File: config.mk
export PLATFORM = sky130hd
export DESIGN_NAME = sticker_code_capture_flat
export DESIGN_NICKNAME = d
export VERILOG_FILES = /design/src/rtl/sticker_pkg.sv /design/src/rtl/sticker_code_capture_if.sv /design/src/rtl/digit_shift_buffer.sv /design/src/rtl/sticker_code_capture.sv /design/src/flat_wrapper.sv
export SDC_FILE = /design/constraint.sdc
export NUM_CORES = 1
export LEC_CHECK = 0
export BUFFER_PORTS_ARGS = -buffer_cell sky130_fd_sc_hd__clkbuf_2
export CAP_MARGIN = 0
export CORE_MARGIN = 5
export CORE_UTILIZATION = 48
export CTS_CLUSTER_SIZE = 25
export DETAILED_ROUTE_END_ITERATION = 10
export PLACE_DENSITY_LB_ADDON = 0.1
export RECOVER_POWER = 25
export SLEW_MARGIN = 15
export SYNTH_ARGS = -nofsm -noshare
export SYNTH_HDL_FRONTEND = slang
export SYNTH_SLANG_ARGS = --single-unit
File: constraint.sdc
create_clock -name clk -period 1.35 [get_ports clk]
set_input_delay 0.0675 -clock clk [delete_from_list [all_inputs] [get_ports clk]]
set_output_delay 0.0675 -clock clk [all_outputs]
set_load 0.02 [all_outputs]
File: src/rtl/sticker_pkg.sv
// Shared types and sizing helpers for the sticker code capture block.
package sticker_pkg;

  typedef enum logic [1:0] {
    S_IDLE,
    S_COLLECT,
    S_FULL
  } state_e;

  // Width needed to hold a digit count in the range 0..max_len.
  function automatic int unsigned len_w(input int unsigned max_len);
    return $clog2(max_len + 1);
  endfunction

endpackage

File: src/rtl/sticker_code_capture_if.sv
// Digit/completion strobes in, captured code and status pulses out.
interface sticker_code_capture_if #(
  parameter int unsigned MAX_LEN = 3,
  parameter int unsigned DIGIT_W = 4
);
  import sticker_pkg::*;

  localparam int unsigned LEN_W = len_w(MAX_LEN);

  logic                       d_valid;
  logic [DIGIT_W-1:0]         d_val;
  logic                       c_done;
  logic [LEN_W-1:0]           len;
  logic [MAX_LEN*DIGIT_W-1:0] code_out;
  logic [LEN_W-1:0]           code_len;
  logic                       code_ovf;
  logic                       code_valid;
  logic                       empty_err;

  modport master (
    output d_valid, d_val, c_done,
    input  len, code_out, code_len, code_ovf, code_valid, empty_err
  );

  modport slave (
    input  d_valid, d_val, c_done,
    output len, code_out, code_len, code_ovf, code_valid, empty_err
  );

endinterface

File: src/rtl/digit_shift_buffer.sv
// Left-shifting digit store; newest digit sits in the low digit slot.
module digit_shift_buffer #(
  parameter int unsigned MAX_LEN = 3,
  parameter int unsigned DIGIT_W = 4
) (
  input  logic                       clk,
  input  logic                       reset,
  input  logic                       shift,
  input  logic                       clear,
  input  logic [DIGIT_W-1:0]         din,
  output logic [MAX_LEN*DIGIT_W-1:0] dout
);

  localparam int unsigned BUF_W = MAX_LEN * DIGIT_W;

  logic [BUF_W-1:0] r_buf;

  // Clear wins over shift: a completing digit is already folded into the captured code.
  always_ff @(posedge clk or posedge reset) begin
    if (reset) begin
      r_buf <= '0;
    end else if (clear) begin
      r_buf <= '0;
    end else if (shift) begin
      r_buf <= (r_buf << DIGIT_W) | BUF_W'(din);
    end
  end

  assign dout = r_buf;

endmodule

File: src/rtl/sticker_code_capture.sv
// Collects digit strobes into a code and publishes it on each completion strobe.
module sticker_code_capture
  import sticker_pkg::*;
#(
  parameter int unsigned MAX_LEN = 3,
  parameter int unsigned DIGIT_W = 4
) (
  input logic             clk,
  input logic             reset,
  sticker_code_capture_if.slave bus
);

  localparam int unsigned      LEN_W   = len_w(MAX_LEN);
  localparam int unsigned      BUF_W   = MAX_LEN * DIGIT_W;
  localparam logic [LEN_W-1:0] LEN_MAX = LEN_W'(MAX_LEN);

  state_e           r_state, w_state_d;
  logic [LEN_W-1:0] r_cnt, w_cnt_d, w_cnt_upd;
  logic             r_ovf, w_ovf_d, w_ovf_upd;
  logic             w_accept, w_done_ok, w_empty;
  logic [BUF_W-1:0] w_buf, w_buf_upd;

  logic [BUF_W-1:0] r_code_out;
  logic [LEN_W-1:0] r_code_len;
  logic             r_code_ovf;
  logic             r_code_valid;
  logic             r_empty_err;

  digit_shift_buffer #(
    .MAX_LEN (MAX_LEN),
    .DIGIT_W (DIGIT_W)
  ) u_buf (
    .clk   (clk),
    .reset (reset),
    .shift (w_accept),
    .clear (w_done_ok),
    .din   (bus.d_val),
    .dout  (w_buf)
  );

  always_ff @(posedge clk or posedge reset) begin
    if (reset) begin
      r_state <= S_IDLE;
      r_cnt   <= '0;
      r_ovf   <= 1'b0;
    end else begin
      r_state <= w_state_d;
      r_cnt   <= w_cnt_d;
      r_ovf   <= w_ovf_d;
    end
  end

  // Digit is applied first; completion then sees the post-digit buffer, count and flag.
  always_comb begin
    w_accept  = bus.d_valid && (r_state != S_FULL);
    w_cnt_upd = r_cnt + LEN_W'(w_accept);
    w_ovf_upd = r_ovf | (bus.d_valid && (r_state == S_FULL));
    w_buf_upd = w_accept ? ((w_buf << DIGIT_W) | BUF_W'(bus.d_val)) : w_buf;
    w_done_ok = bus.c_done && ((r_state != S_IDLE) || bus.d_valid);
    w_empty   = bus.c_done && (r_state == S_IDLE) && !bus.d_valid;
    w_state_d = r_state;
    w_cnt_d   = w_cnt_upd;
    w_ovf_d   = w_ovf_upd;
    unique case (r_state)
      S_IDLE, S_COLLECT: begin
        if (w_accept) w_state_d = (w_cnt_upd == LEN_MAX) ? S_FULL : S_COLLECT;
      end
      S_FULL:  w_state_d = S_FULL;
      default: w_state_d = S_IDLE;
    endcase
    if (w_done_ok) begin
      w_state_d = S_IDLE;
      w_cnt_d   = '0;
      w_ovf_d   = 1'b0;
    end
  end

  always_ff @(posedge clk or posedge reset) begin
    if (reset) begin
      r_code_out   <= '0;
      r_code_len   <= '0;
      r_code_ovf   <= 1'b0;
      r_code_valid <= 1'b0;
      r_empty_err  <= 1'b0;
    end else begin
      r_code_valid <= w_done_ok;
      r_empty_err  <= w_empty;
      if (w_done_ok) begin
        r_code_out <= w_buf_upd;
        r_code_len <= w_cnt_upd;
        r_code_ovf <= w_ovf_upd;
      end
    end
  end

  assign bus.len        = r_cnt;
  assign bus.code_out   = r_code_out;
  assign bus.code_len   = r_code_len;
  assign bus.code_ovf   = r_code_ovf;
  assign bus.code_valid = r_code_valid;
  assign bus.empty_err  = r_empty_err;

endmodule

File: src/flat_wrapper.sv
// flat-port wrapper written by rule: the top's interface ports become plain ports
module sticker_code_capture_flat import sticker_pkg::*;
#(
  parameter int unsigned MAX_LEN = 3,
  parameter int unsigned DIGIT_W = 4
)
  (clk, reset, bus_d_valid, bus_d_val, bus_c_done, bus_len, bus_code_out, bus_code_len, bus_code_ovf, bus_code_valid, bus_empty_err);
  sticker_code_capture_if #(.MAX_LEN(MAX_LEN), .DIGIT_W(DIGIT_W)) bus_i ();
  input logic clk;
  input logic reset;
  input wire logic [$bits(bus_i.d_valid)-1:0] bus_d_valid;
  input wire logic [$bits(bus_i.d_val)-1:0] bus_d_val;
  input wire logic [$bits(bus_i.c_done)-1:0] bus_c_done;
  output wire logic [$bits(bus_i.len)-1:0] bus_len;
  output wire logic [$bits(bus_i.code_out)-1:0] bus_code_out;
  output wire logic [$bits(bus_i.code_len)-1:0] bus_code_len;
  output wire logic [$bits(bus_i.code_ovf)-1:0] bus_code_ovf;
  output wire logic [$bits(bus_i.code_valid)-1:0] bus_code_valid;
  output wire logic [$bits(bus_i.empty_err)-1:0] bus_empty_err;
  assign bus_i.d_valid = bus_d_valid;
  assign bus_i.d_val = bus_d_val;
  assign bus_i.c_done = bus_c_done;
  assign bus_len = bus_i.len;
  assign bus_code_out = bus_i.code_out;
  assign bus_code_len = bus_i.code_len;
  assign bus_code_ovf = bus_i.code_ovf;
  assign bus_code_valid = bus_i.code_valid;
  assign bus_empty_err = bus_i.empty_err;
  sticker_code_capture #(.MAX_LEN(MAX_LEN), .DIGIT_W(DIGIT_W)) u_core (.clk(clk), .reset(reset), .bus(bus_i));
endmodule
; Word level (Yosys, flattened, before mapping)
; Cells that the tools add are included.
[word_totals]
out_inout_bits = 19
regBits = 34
[op_classes]
reduce_logical = 10
n_eq_ne = 5
n_bitwise = 2
addsub = 1
n_mux = 8
[ops]
columns = operator, count
row1 = $mux W12, 2
row2 = $or A12 B4 Y12, 1
row3 = $mux W2, 4
row4 = $logic_and A1 B1 Y1, 5
row5 = $eq A2 B2 Y1 const B, 2
row6 = $pmux W2 S2, 1
row7 = $ne A3 B2 Y1 const B, 1
row8 = $add A2 B1 Y2, 1
row9 = $eq A2 B1 Y1 const B, 1
row10 = $logic_not A2 Y1, 1
row11 = $ne A2 B2 Y1 const B, 1
row12 = $reduce_bool A2 Y1, 1
row13 = $reduce_or A2 Y1, 1
row14 = $logic_not A1 Y1, 1
row15 = $logic_or A1 B1 Y1, 1
row16 = $mux W1, 1
row17 = $or A1 B1 Y1, 1

; Longest topological paths before layout
; Gate-level depths: netlist (run 1).
[depth]
word_depth = 8
mapped_depth = 6
ltp_nobuf = 3

; Cells and area by module
; From an unflattened synthesis (run 1), not the netlist that was laid out.
[hier_totals]
hier_cells = 149
hier_area_um2 = 1524.0
[by_module_without_submodules]
columns = module, seq_area_each_um2, cells_each, area_each_um2, n_inst
row1 = sticker_code_capture, 550.5, 110, 1039.7, 1
row2 = digit_shift_buffer, 300.3, 39, 484.2, 1

; Worst setup path after synthesis (run 1)
; No wires, ideal clock.
[synth_timing]
path_type = register to register
startpoint = reg u_core.r_state[1]
endpoint = reg u_core.r_code_ovf (netlist: u_core.bus.code_ovf)
path_stages_with_launch = 6
arrival_ps = 1165
setup_time_ps = 126
path_slack_ps = 59
period_less_slack_ps = 1291
cell_sequence = dfrtp_1 > buf_6 > o31a_1 > buf_6 > buf_8 > o32a_1
[synth_between]
elab_chain_len = 3
[synth_rtl]
columns = element, line
row1 = "start, declared", sticker_code_capture.sv:17  ; state_e r_state, w_state_d;
row2 = "start signal, assigned", sticker_code_capture.sv:47  ; r_state <= w_state_d;
row3 = $eq A2 B2 Y1 or $reduce_bool A2 Y1 (tied branches), "sticker_code_capture.sv:57, sticker_code_capture.sv:59"
row4 = $logic_and A1 B1 Y1 or $logic_or A1 B1 Y1 (tied branches), "sticker_code_capture.sv:57, sticker_code_capture.sv:59"
row5 = $or A1 B1 Y1 or $logic_and A1 B1 Y1 (tied branches), "sticker_code_capture.sv:57, sticker_code_capture.sv:59"
row6 = "end signal, assigned", sticker_code_capture.sv:91  ; r_code_ovf <= w_ovf_upd;
row7 = "end, declared", sticker_code_capture.sv:25  ; logic r_code_ovf;
; Parallel ways exist; a longest one is shown, timed or not.
; A chain may end at the register's enable or synchronous reset.

; Worst setup path in the final report (run 1)
[layout_timing]
startpoint = reg u_core.r_state[1]
endpoint = reg u_core.r_code_len[1] (netlist: u_core.bus.code_len[1])
[layout_between]
elab_chain_len = 3
[layout_rtl]
columns = element, line
row1 = $ne A2 B2 Y1 or $reduce_bool A2 Y1 (tied branches), "sticker_code_capture.sv:55, sticker_code_capture.sv:59"
row2 = $logic_and A1 B1 Y1 or $logic_or A1 B1 Y1 (tied branches), "sticker_code_capture.sv:55, sticker_code_capture.sv:59"
row3 = $add A2 B1 Y2 or $logic_and A1 B1 Y1 (tied branches), "sticker_code_capture.sv:56, sticker_code_capture.sv:59"
row4 = "end signal, assigned", sticker_code_capture.sv:90  ; r_code_len <= w_cnt_upd;
row5 = "end, declared", sticker_code_capture.sv:24  ; logic [LEN_W-1:0] r_code_len;
; Parallel ways exist; a longest one is shown, timed or not.

==> flow_results.org, run 1 <==
** Synth
- The synthesized netlist devotes between 10% and 20% of its cell area to compound gates.
- After synthesis, the largest family of logic cells by area is compound AO/OA/AOI/OAI gates.
- The synthesized design contains 34 register bits.
- Unique cell type count in the Yosys netlist :: 25
- Nets in the synthesized netlist :: 142
- Sequential elements use between 50% and 60% of the synthesized area.
- XOR/XNOR share of the synthesized area :: 0.613%
- Count of mapped cells out of synthesis :: ~130
- Each instance of the synthesized netlist takes up on average ~11 sq um.
- Post-Synthesis Cell Area :: between 1000 and 1500 sq um
- Synth Area in Adders :: 0%
- Fraction of synthesized area in multiplexers :: 0%
- During synthesis, Yosys emitted a total of 0 warnings.
- Synthesized-area fraction occupied by and/or/nand/nor cells :: approximately an eighth

** GRT
- The first global-routing pass estimated between 5 and 6 mm of wire.
- After global routing the overflow that remains totals 0.
- Global routing used approximately 16% of the available tracks.
- The via count of the first global-routing pass was between 1000 and 1500.
- The number of antenna violations at the first check in global routing came to 0.
- Entering global routing, the biggest net connects 35 pins.

** Min path
- In this run the worst hold path is classified as primary input to flip-flop.

** Detailed routing
- Routed wire length per instance :: around 15 um
- Using the TritonRoute via totals, the vias-per-cell ratio works out to 5.56.
- After the first detailed-routing iteration, the DRC count stood at between 80 and 90.
- DR vias :: around 1100
- Total Routed Length :: between 2 and 3 mm
- The detail route stage leaves a number of antenna-violating nets equal to 0.
- For this run, design rule violations remaining after detail routing come to 0.
- Before antenna repair, the detailed router went through 4 iterations.

** Setup path
- STA classifies the critical path endpoint as a flip-flop.
- CP Launch Type :: flip-flop
- At the worst endpoint, the required time is about 1.6 ns.
- Biggest fanout along the worst timing path :: 8
- The critical path in this run is classified as flip-flop to flip-flop.
- For the worst setup path, the data arrival time is 1.56 ns.

** Placement
- Placer's final routability congestion estimate :: between 0.7 and 0.8
- Placed instance count :: roughly 190
- The HPWL after detailed placement is about 1.9 mm.
- Instance area at placement :: 1550 sq um
- Post-place setup slack :: approximately 0.046 ns
- The count of buffers added on input and output ports is 26.

** Floorplanning
- In this run the count of I/O pins placed on the die edge is 27.
- Die W :: around 65 um
- Row count :: 19
- The die covers 4170 sq um.
- Core area :: between 2000 and 3000 sq um
- For this configuration, the core starts out at a cell density of 50.9%.
- From bottom edge to top edge, the die measures 64.6 um.

** Clock tree
- Insertion delay of the later-clocked pin in the worst-skew pair :: ~0.34 ns
- Number of sinks handled by clock tree synthesis :: 34
- CTS HTree Levels :: 2
- Clock tree synthesis selected as its root buffer the cell clkbuf_4.
- Inserted Clock Buffers :: 5
- TritonCTS built the clock tree.
- Clock-pin slew was measured on the worst setup and hold paths at roughly 0.11 ns.
- No sink is reached through more buffers than the 2 on the longest clock path.

** Pwr
- For this design the total switching power over the nets is 0.789 mW.
- The worst-case IR drop observed on VDD is 0.000759 V.
- Share of power burned in registers :: around 49%
- Pleak :: between 0.7 and 0.8 nW
- Internal power :: between 1.5 and 2 mW
- Sw Ratio :: 30.9%
- Clock power frac :: 28.2%
- The share of total power dissipated in combinational logic is a little under a quarter.
- Power spread over the standard cell area amounts to between 1500 and 2000 nW/um^2.

** Layout
- Final standard cell count with taps included and fillers excluded :: around 200
- Summing all non-filler instances in the final layout gives an area of 1690 sq um.
- Diodes inserted :: 0
- The top cell types in the final layout, fill and taps aside, are 32 x dfrtp_1, 27 x clkbuf_2, 16 x nor2_1, 15 x a31oi_1, 15 x a21oi_1.
- Number of nets in the final layout :: between 150 and 200
- Core utilization of the finished layout :: between 60% and 70%
- Share of layout cells above drive strength 1 :: roughly 27%
- Relative to the synthesized area, the layout overhead comes to 18.3%.
- The library cell used most frequently in the layout, excluding fill and tap cells, is dfrtp_1.

** Timing
- Pins over their slew limit :: 0
- Setup violations remaining at the end of the flow were counted as 0.
- Worst setup slack after layout :: roughly 0.045 ns
- Total negative slack for setup checks :: 0 ns
- Measured against its own limit, the worst slew margin works out to 45.8%.
- In the finished design, the share of the clock period the worst path needs comes to between 90 and 100%.
- Final clock skew :: 0.0119 ns
- Highest clock rate :: between 700 and 800 MHz
- Hold violation count in the final report :: 0
- Slew at the pin closest to its max-slew limit :: between 0.8 and 0.9 ns
- The routed design could run at a clock period as short as roughly 1.3 ns.

** Run status
- The flow ran to the end, and the final reports show no timing, DRC or antenna violations.

** Run
- Across the run, the number of max-cap violations was 0.
[synthesized netlist by cell type]
library cell,n,area share (%)
nor2b_1,1,0.44
or3_1,2,0.88
o31a_1,1,0.61
nor2_1,16,4.2
a2111oi_0,1,0.61
nor2b_4,1,0.96
clkbuf_1,1,0.26
buf_4,1,0.53
a21oi_1,15,5.3
nor4_1,1,0.44
dfrtp_1,34,60
or2b_1,1,0.53
nor3b_1,1,0.53
buf_8,1,1.1
o21ai_0,14,4.9
o32a_1,1,0.70
xor2_1,1,0.61
nand3_1,12,4.2
buf_6,5,3.9
nand3b_1,1,0.53
buf_2,3,1.1
nand2_1,1,0.26
o2bb2ai_1,1,0.61
a31oi_1,15,6.6
inv_1,3,0.79
[worst max-delay path, cell delays in order (launching register included)]
cell and delay, ns:
dfrtp_2 0.45, nor2b_2 0.23, or3_1 0.38, a31oi_1 0.17
[stage by stage]
step           hold slack [ns]  power [mW]
6_report                0.0192        2.55
4_1_cts               0.000311        2.58
5_1_grt                0.00847        2.73
3_5_place_dp             0.170        1.84
3_3_place_gp             0.159        1.82
2_1_floorplan            0.131        1.67
[worst paths after layout]
check / startpoint / to / slack (ns) / cells after the start
max in group asynchronous: reset / u_core.r_state[0] / 0.30 / 4
worst min register to register: u_core.bus.code_ovf / u_core.bus.code_ovf / 0.51 / 1
worst min-delay path: bus_d_val[2] / u_core.u_buf.dout[2] / 0.02 / 3
min in group asynchronous: reset / u_core.u_buf.dout[5] / 0.48 / 4
worst max-delay path: u_core.r_state[1] / u_core.bus.code_len[1] / 0.04 / 3
worst max register to register: u_core.r_state[1] / u_core.bus.code_len[1] / 0.04 / 3
[layer usage]
metal	up-vias	part of all wire (%)	wire length (um)	track usage (%)
met3	6	5.2	154	6.22
li1	548	-	-	-
met1	540	47	1380	21.0
met4	0	1.2	36	5.54
met5	-	0	0	0
met2	23	47	1370	24.7
[power groups by stage]
stage	logic, mW	registers, mW	clock network, mW
2_1_floorplan	0.271	1.40	0
3_3_place_gp	0.558	1.26	0
3_5_place_dp	0.571	1.27	0
4_1_cts	0.582	1.25	0.745
5_1_grt	0.642	1.28	0.812
6_report	0.582	1.25	0.719
[sequential cells by signal (all words and copies together), names as in the netlist]
register / cells
u_core.bus.code_out: 12
u_core.r_state: 2
u_core.bus.code_ovf: 1
u_core.bus.code_len: 2
u_core.bus.code_valid: 1
u_core.bus.empty_err: 1
u_core.r_ovf: 1
u_core.u_buf.dout: 12
u_core.bus.len: 2
[logic make-up after synthesis]
| logic type | count (synthesis) |
|---|---|
| AOI/OAI and AO/OA | 48 |
| DFF | 34 |
| buffers and inverters | 14 |
| xor gates and xnor gates | 1 |
| and+or+nand+nor | 37 |
[layout make-up]
cell class              instances  area [sq um]
fillers                       258          1110
flip-flops and latches         34           853
multi-input cells              87           479
repair buffers                 38           230
clock inverters                 3          40.0
well taps                      31          38.8
clock buffers                   5          37.5
inverters                       3          11.3
[timing repair]
action,4_1_cts,5_1_grt
endpoints found under the hold margin,41,0
hold buffers,5,0
resized for setup,0,3
setup buffers,0,1
setup endpoints to repair,0,24
(Power assumes the default switching activity.)
==> run 2: changes to the inputs <==
- MAX_ROUTING_LAYER: not set -> met4
- PLACE_DENSITY: not set -> 0.82
- PLACE_DENSITY_LB_ADDON: 0.1 -> not set
==> run 2 against run 1 <==
  * Sequential share of layout area up 0.076 points
  * Largest cell class unchanged
  * Critical path depth up 1
  * Core utilization decreased by 0.18 points
  * Sequential cell count unchanged
  * Clock-buffer cell count up 1
  * Design area decreased by 0.30%
  * Register-to-register slack better by 0.02 ns
  * Highest routed layer unchanged
==> flow_results.org, run 2 (synthesis gave the netlist of run 1 again) <==
** Run status
- Run status :: finished clean

** Layout
- Summing all non-filler instances in the final layout gives an area of around 1700 sq um.
- The net count of the finished layout is around 180.
- Share of layout cells above drive strength 1 :: a little over a quarter
- Diodes inserted :: 0
- The area growth from synthesis to layout is 18.0%.
- In the layout the commonest cells are 33 x dfrtp_1, 27 x clkbuf_2, 16 x nor2_1, 15 x a31oi_1, 15 x a21oi_1.
- The library cell used most frequently in the layout, excluding fill and tap cells, is dfrtp_1.

** Setup path
- STA classifies the critical path startpoint as a flip-flop.
- Worst setup slack for register-to-register paths :: between 0.06 and 0.07 ns
- Biggest fanout along the worst timing path :: 8
- At the worst endpoint, the required time is roughly 1.6 ns.
- Type of the setup path with the least slack :: flip-flop to flip-flop
- Depth of the worst register-to-register path :: 4
- STA classifies the critical path endpoint as a flip-flop.
- In this run the critical register-to-register path is launched from u_core.r_state[0].
- Terminus of the critical flop-to-flop path :: u_core.bus.code_len[1]
- Data arrival time at the worst-slack endpoint :: approximately 1.5 ns

** GRT
- Leftover overflow at the end of global routing :: 0
- Wire length of the first global-routing pass :: approximately 5.5 mm
- Entering global routing, the biggest net connects 35 pins.
- The number of antenna violations at the first check in global routing is 0.
- Total Routing Usage GR :: about 17%
- The via count of the first global-routing pass is between 1000 and 1500.

** Timing
- Hold violation count in the final report :: 0
- At the pin with the least slew margin, the transition time is between 0.8 and 0.9 ns.
- Final Cycle Share :: about 95%
- Counting I/O delays and the setup requirement, the final critical path takes between 1 and 1.5 ns.
- Highest clock rate :: slightly below 800 MHz
- Hold slack :: 0.0163 ns
- Rel. slew slack :: a little under half
- Final clock skew :: 0.00979 ns
- Number of setup violations in the final report :: 0
- Pins over their slew limit :: 0

** Floorplanning
- Die W :: approximately 65 um
- Num ports :: 27
- Row generation in the floorplan step produced 19 rows.
- Total Die Area :: approximately 4200 sq um
- Core area :: between 2000 and 3000 sq um
- Starting Density :: about 51%
- Vertical extent of the die :: roughly 65 um

** Pwr
- VDD sags by at most 0.000868 V.
- Pleak :: between 0.7 and 0.8 nW
- Power spread over the standard cell area amounts to 1540 nW/um^2.

** Min path
- The worst hold path passes through 3 cells.
- The path with the worst hold slack has its endpoint at u_core.u_buf.dout[0].
- The min-delay analysis places its worst path in the category primary input to flip-flop.
- The startpoint identified for the worst hold timing path is bus_d_val[0].

** Clock tree
- CTS saw 34 sinks.
- TritonCTS built the clock tree.
- After clock tree synthesis, the clock-pin slew on the worst setup and hold paths is 0.10 ns.
- The clock passes through at most 2 buffers.
- Inserted Clock Buffers :: 5
- Insertion delay of the later-clocked pin in the worst-skew pair :: ~0.32 ns
- CTS HTree Levels :: 2
- Clock root buffer master :: clkbuf_4

** Placement
- Placer's final routability congestion estimate :: roughly 0.78
- Instance area at placement :: 1550 sq um
- Input and output buffers added on the ports amount to 26.
- Post-DP HPWL :: ~2.1 mm

** Detailed routing
- In the routed design, unresolved DRC markers number 0.
- The count of nets left with antenna violations once routing finished came out at 0.
- Routed wire length per instance :: roughly 15 um
- Wires add up to slightly above 3 mm.
- DR vias :: roughly 1200
- Vias per cell :: 5.81
- Number of search-and-repair iterations in the first detailed-routing pass :: 4
- 1st-iter DRT viols :: 75

** Run
- Max-cap violations in this run came to 0.
## run 2: layer usage
layer,global-route usage [%],routed length (um),vias to the layer above
met5,-,0,-
met4,4.75,20,0
met3,6.22,169,2
met2,26.9,1500,39
met1,21.6,1350,565
li1,-,-,551
## run 2: report_power, final
group          internal, mW  switching [mW]  total [mW]
Sequential             1.17          0.0900        1.26
Clock                 0.431           0.312       0.744
Combinational         0.212           0.377       0.589
## run 2: worst max-delay path by stage
stage                                 start                     end  cells past startpoint
final                     u_core.r_state[0]  u_core.bus.code_len[1]                      4
after global routing      u_core.r_state[0]  u_core.bus.code_out[9]                      4
after CTS                 u_core.r_state[0]  u_core.bus.code_out[8]                      4
after detailed placement  u_core.r_state[0]  u_core.bus.code_out[4]                      4
after global placement    u_core.r_state[0]  u_core.bus.code_len[1]                      4
after floorplan           u_core.r_state[1]     u_core.bus.code_ovf                      5
## run 2: repair_timing
item | 4_1_cts | 5_1_grt
resized for setup | 1 | 2
hold endpoints to repair | 37 | 0
buffers inserted | 1 | 0
hold buffers | 3 | 0
pin swaps | 0 | 0
gates cloned | 1 | 0
endpoints found under the setup margin | 9 | 11
## run 2: critical path, stage by stage (launching register included)
cell and delay (ns):
dfrtp_1 0.42, buf_4 0.17, nor2b_4 0.07, or3_1 0.38, a31oi_1 0.17
## run 2: per-stage QoR
step / setup TNS [ns] / utilization [%] / instances / power (mW) / worst slack [ns]
after floorplan: 0 / - / 134 / 1.67 / 0.0594
after global placement: 0 / 55.4 / 187 / 1.82 / 0.0616
after detailed placement: -0.0268 / 55.4 / 187 / 1.85 / -0.0268
after CTS: 0 / 59.9 / 199 / 2.61 / 0.0170
after global routing: -0.0147 / 60.1 / 199 / 2.75 / -0.00814
final: 0 / 60.1 / 199 / 2.59 / 0.0648
## run 2: layout make-up
type | instances | area [sq um]
Multi-Input combinational cell | 87 | 484
Clock inverter | 1 | 30.0
Tap cell | 31 | 38.8
Timing Repair Buffer | 37 | 218
Fill cell | 244 | 1120
Sequential cell | 34 | 852
Clock buffer | 6 | 51.3
Inverter | 3 | 11.3
==> run 3: changes to the inputs <==
==> constraint.sdc (replaced) <==
create_clock -name clk -period 1.35 [get_ports clk]
set_input_delay 0.27 -clock clk [delete_from_list [all_inputs] [get_ports clk]]
set_output_delay 0.27 -clock clk [all_outputs]
set_load 0.02 [all_outputs]
==> run 3 against run 2 <==
  * Worst setup slack got worse by 0.055 ns
  * Critical endpoint is now u_core.bus.code_out[1]
  * Combinational power rose by 3%
  * Largest power group unchanged
  * Clock skew rose by 0.0046 ns
==> flow_results.org, run 3 (synthesis gave the netlist of run 1 again) <==
** Run
- The tool flagged a number of max-cap violations equal to 0.

** Clock tree
- Number of sinks handled by clock tree synthesis :: 34
- The H-tree was split into 2 levels.
- TritonCTS built the clock tree.
- Clock latency on the worst-skew pair, taken at its later pin, is between 0.3 and 0.4 ns.
- Clk slew on worst S/H paths :: 0.11 ns
- The root buffer cell chosen for the clock tree is clkbuf_4.
- The longest clock path from root to sink contains 2 buffers.
- Counting the buffers created by CTS gives 5.

** Setup path
- The worst setup path is captured at a flip-flop.
- For the worst setup path, the data required time is roughly 1.6 ns.
- The critical path is of the flip-flop to flip-flop type.
- On the critical path, the stage with the largest delay is an instance of dfrtp_2.
- Biggest fanout along the worst timing path :: 5
- By instance count, the cell type seen most on the critical path is buf_4.
- CP Launch Type :: flip-flop
- CP bufs+invs :: 2
- The kind of cell with the highest combined delay along the critical path is flip-flops.
- On the worst path, the slowest cell contributes a delay of 0.46 ns.
- At the worst endpoint, the arrival time is roughly 1.6 ns.
- Cell-by-cell listing of the critical path :: buf_4 -> nor2b_4 -> buf_4 -> o21ai_0 -> a31oi_1

** Timing
- Number of setup violations in the final report :: 0
- The final-report hold violation count is 0.
- Final Cycle Share :: 99.3%
- Final Critical Period :: ~1.3 ns
- Pins over their slew limit :: 0
- Worst setup slack after layout :: just under 0.01 ns
- Rel. slew slack :: between 70% and 80%
- Final clock skew :: ~0.014 ns
- Highest clock rate :: roughly 750 MHz
- Hold slack :: between 0.1 and 0.15 ns
- For the pin with the worst max-slew slack, the measured transition is 0.418 ns.

** Pwr
- Across the VDD grid, the largest voltage drop is 0.00109 V.
- In this run the power density over the cells is ~1600 nW/um^2.
- Pleak :: between 0.8 and 0.9 nW

** Floorplanning
- Num ports :: 27
- Vertical extent of the die :: around 65 um
- The die covers 4170 sq um.
- After floorplanning, the core was divided into 19 placement rows.
- For this configuration, the core starts out at a cell density of between 50% and 60%.
- After floorplanning, the core was sized to cover around 2800 sq um.
- Measured along the x axis, the die boundary spans around 65 um.

** Detailed routing
- The first detailed-routing pass took 4 iterations.
- In this run, the number of DRC markers left after iteration 0 of detailed routing was between 40 and 50.
- Vias per cell :: ~5.9
- After detailed routing, the average wire length per cell comes to approximately 16 um.
- DRT antenna net count :: 0
- Number of remaining DRC errors :: 0
- DR vias :: approximately 1200
- The routed design has ~3.3 mm of wire.

** Layout
- 0 antenna diodes ended up in the layout.
- Commonest non-fill, non-tap cell in the layout :: dfrtp_1
- Highest-count cells in the layout ignoring fill and taps :: 32 x dfrtp_1, 26 x clkbuf_2, 16 x nor2_1, 15 x a31oi_1, 15 x a21oi_1
- Number of nets in the final layout :: between 150 and 200
- Compared with the post-synthesis result, the final layout area differs by 21.9%.
- Summing all non-filler instances in the final layout gives an area of about 1700 sq um.
- Cells with a size suffix above 1 make up 30.4% of the layout.

** GRT
- Pin count of the biggest net entering global routing :: 35
- Wire length of the first global-routing pass :: between 5 and 6 mm
- Vias in the first global route :: between 1000 and 1500
- Antenna violations before repair :: 0
- Total Routing Usage GR :: between 15 and 20%
- After global routing the overflow that remains totals 0.

** Placement
- Prior to clock tree synthesis, the placed netlist has a worst setup slack of roughly 0.0043 ns.
- Placer's final routability congestion estimate :: 0.791
- Post-DP HPWL :: just over 2 mm
- Number of input and output port buffers inserted :: 26
- Instance area at placement :: 1560 sq um

** Min path
- Min-delay worst type :: primary input to flip-flop

** Run status
- Run status :: finished clean
## run 3: changes by cell type in the layout (fill, tap and decap cells not counted), sizes merged
cell         delta
dlygate4sd3     -2
clkbuf          -1
buf             +5
bufinv          +1
## run 3: stage by stage
stage	utilization, %	instances	total power, mW	TNS [ns]
2_1_floorplan	-	134	1.67	0
3_3_place_gp	55.6	188	1.82	0
3_5_place_dp	55.6	188	1.85	0
4_1_cts	60.5	198	2.84	0
5_1_grt	62.1	202	2.99	-0.0148
6_report	62.1	202	2.85	0
## run 3: report_power, final
part / leakage (nW) / internal (mW) / switching (mW) / total [mW]
sequential: 0.427 / 1.17 / 0.0928 / 1.26
combinational: 0.326 / 0.223 / 0.386 / 0.609
clock: 0.0585 / 0.627 / 0.357 / 0.985
## run 3: final cells by class
type	instances	area, sq um
Clock buffer	6	51.3
Fill cell	236	1060
Inverter	3	11.3
Timing Repair Buffer	39	234
Multi-Input combinational cell	87	493
Sequential cell	34	853
Clock inverter	2	60.1
Tap cell	31	38.8
## run 3: final timing paths
| path | to | cells past startpoint | from | slack (ns) |
|---|---|---|---|---|
| max | u_core.bus.code_out[1] | 5 | u_core.r_state[0] | 0.01 |
| min | u_core.r_state[1] | 2 | bus_c_done | 0.13 |
| max reg2reg | u_core.bus.code_out[1] | 5 | u_core.r_state[0] | 0.01 |
| min reg2reg | u_core.bus.code_ovf | 1 | u_core.bus.code_ovf | 0.52 |
| max in group asynchronous | u_core.r_state[0] | 4 | reset | 0.50 |
| min in group asynchronous | u_core.r_ovf | 4 | reset | 0.53 |
## run 3: routing by layer
metal  global-route usage [%]  routed length [um]  vias up
met5                        -                   0        -
met4                     7.39                  45        0
met3                     4.49                 237        5
met2                     26.9                1640       42
met1                     20.1                1350      580
li1                         -                   -      555
## run 3: what timing repair did
item,in CTS,in global routing
hold endpoints to repair,28,0
buffers inserted,0,4
endpoints found under the setup margin,20,19
gates resized for setup,3,4
gates cloned,1,0
pin swaps,0,1
hold buffers,1,0
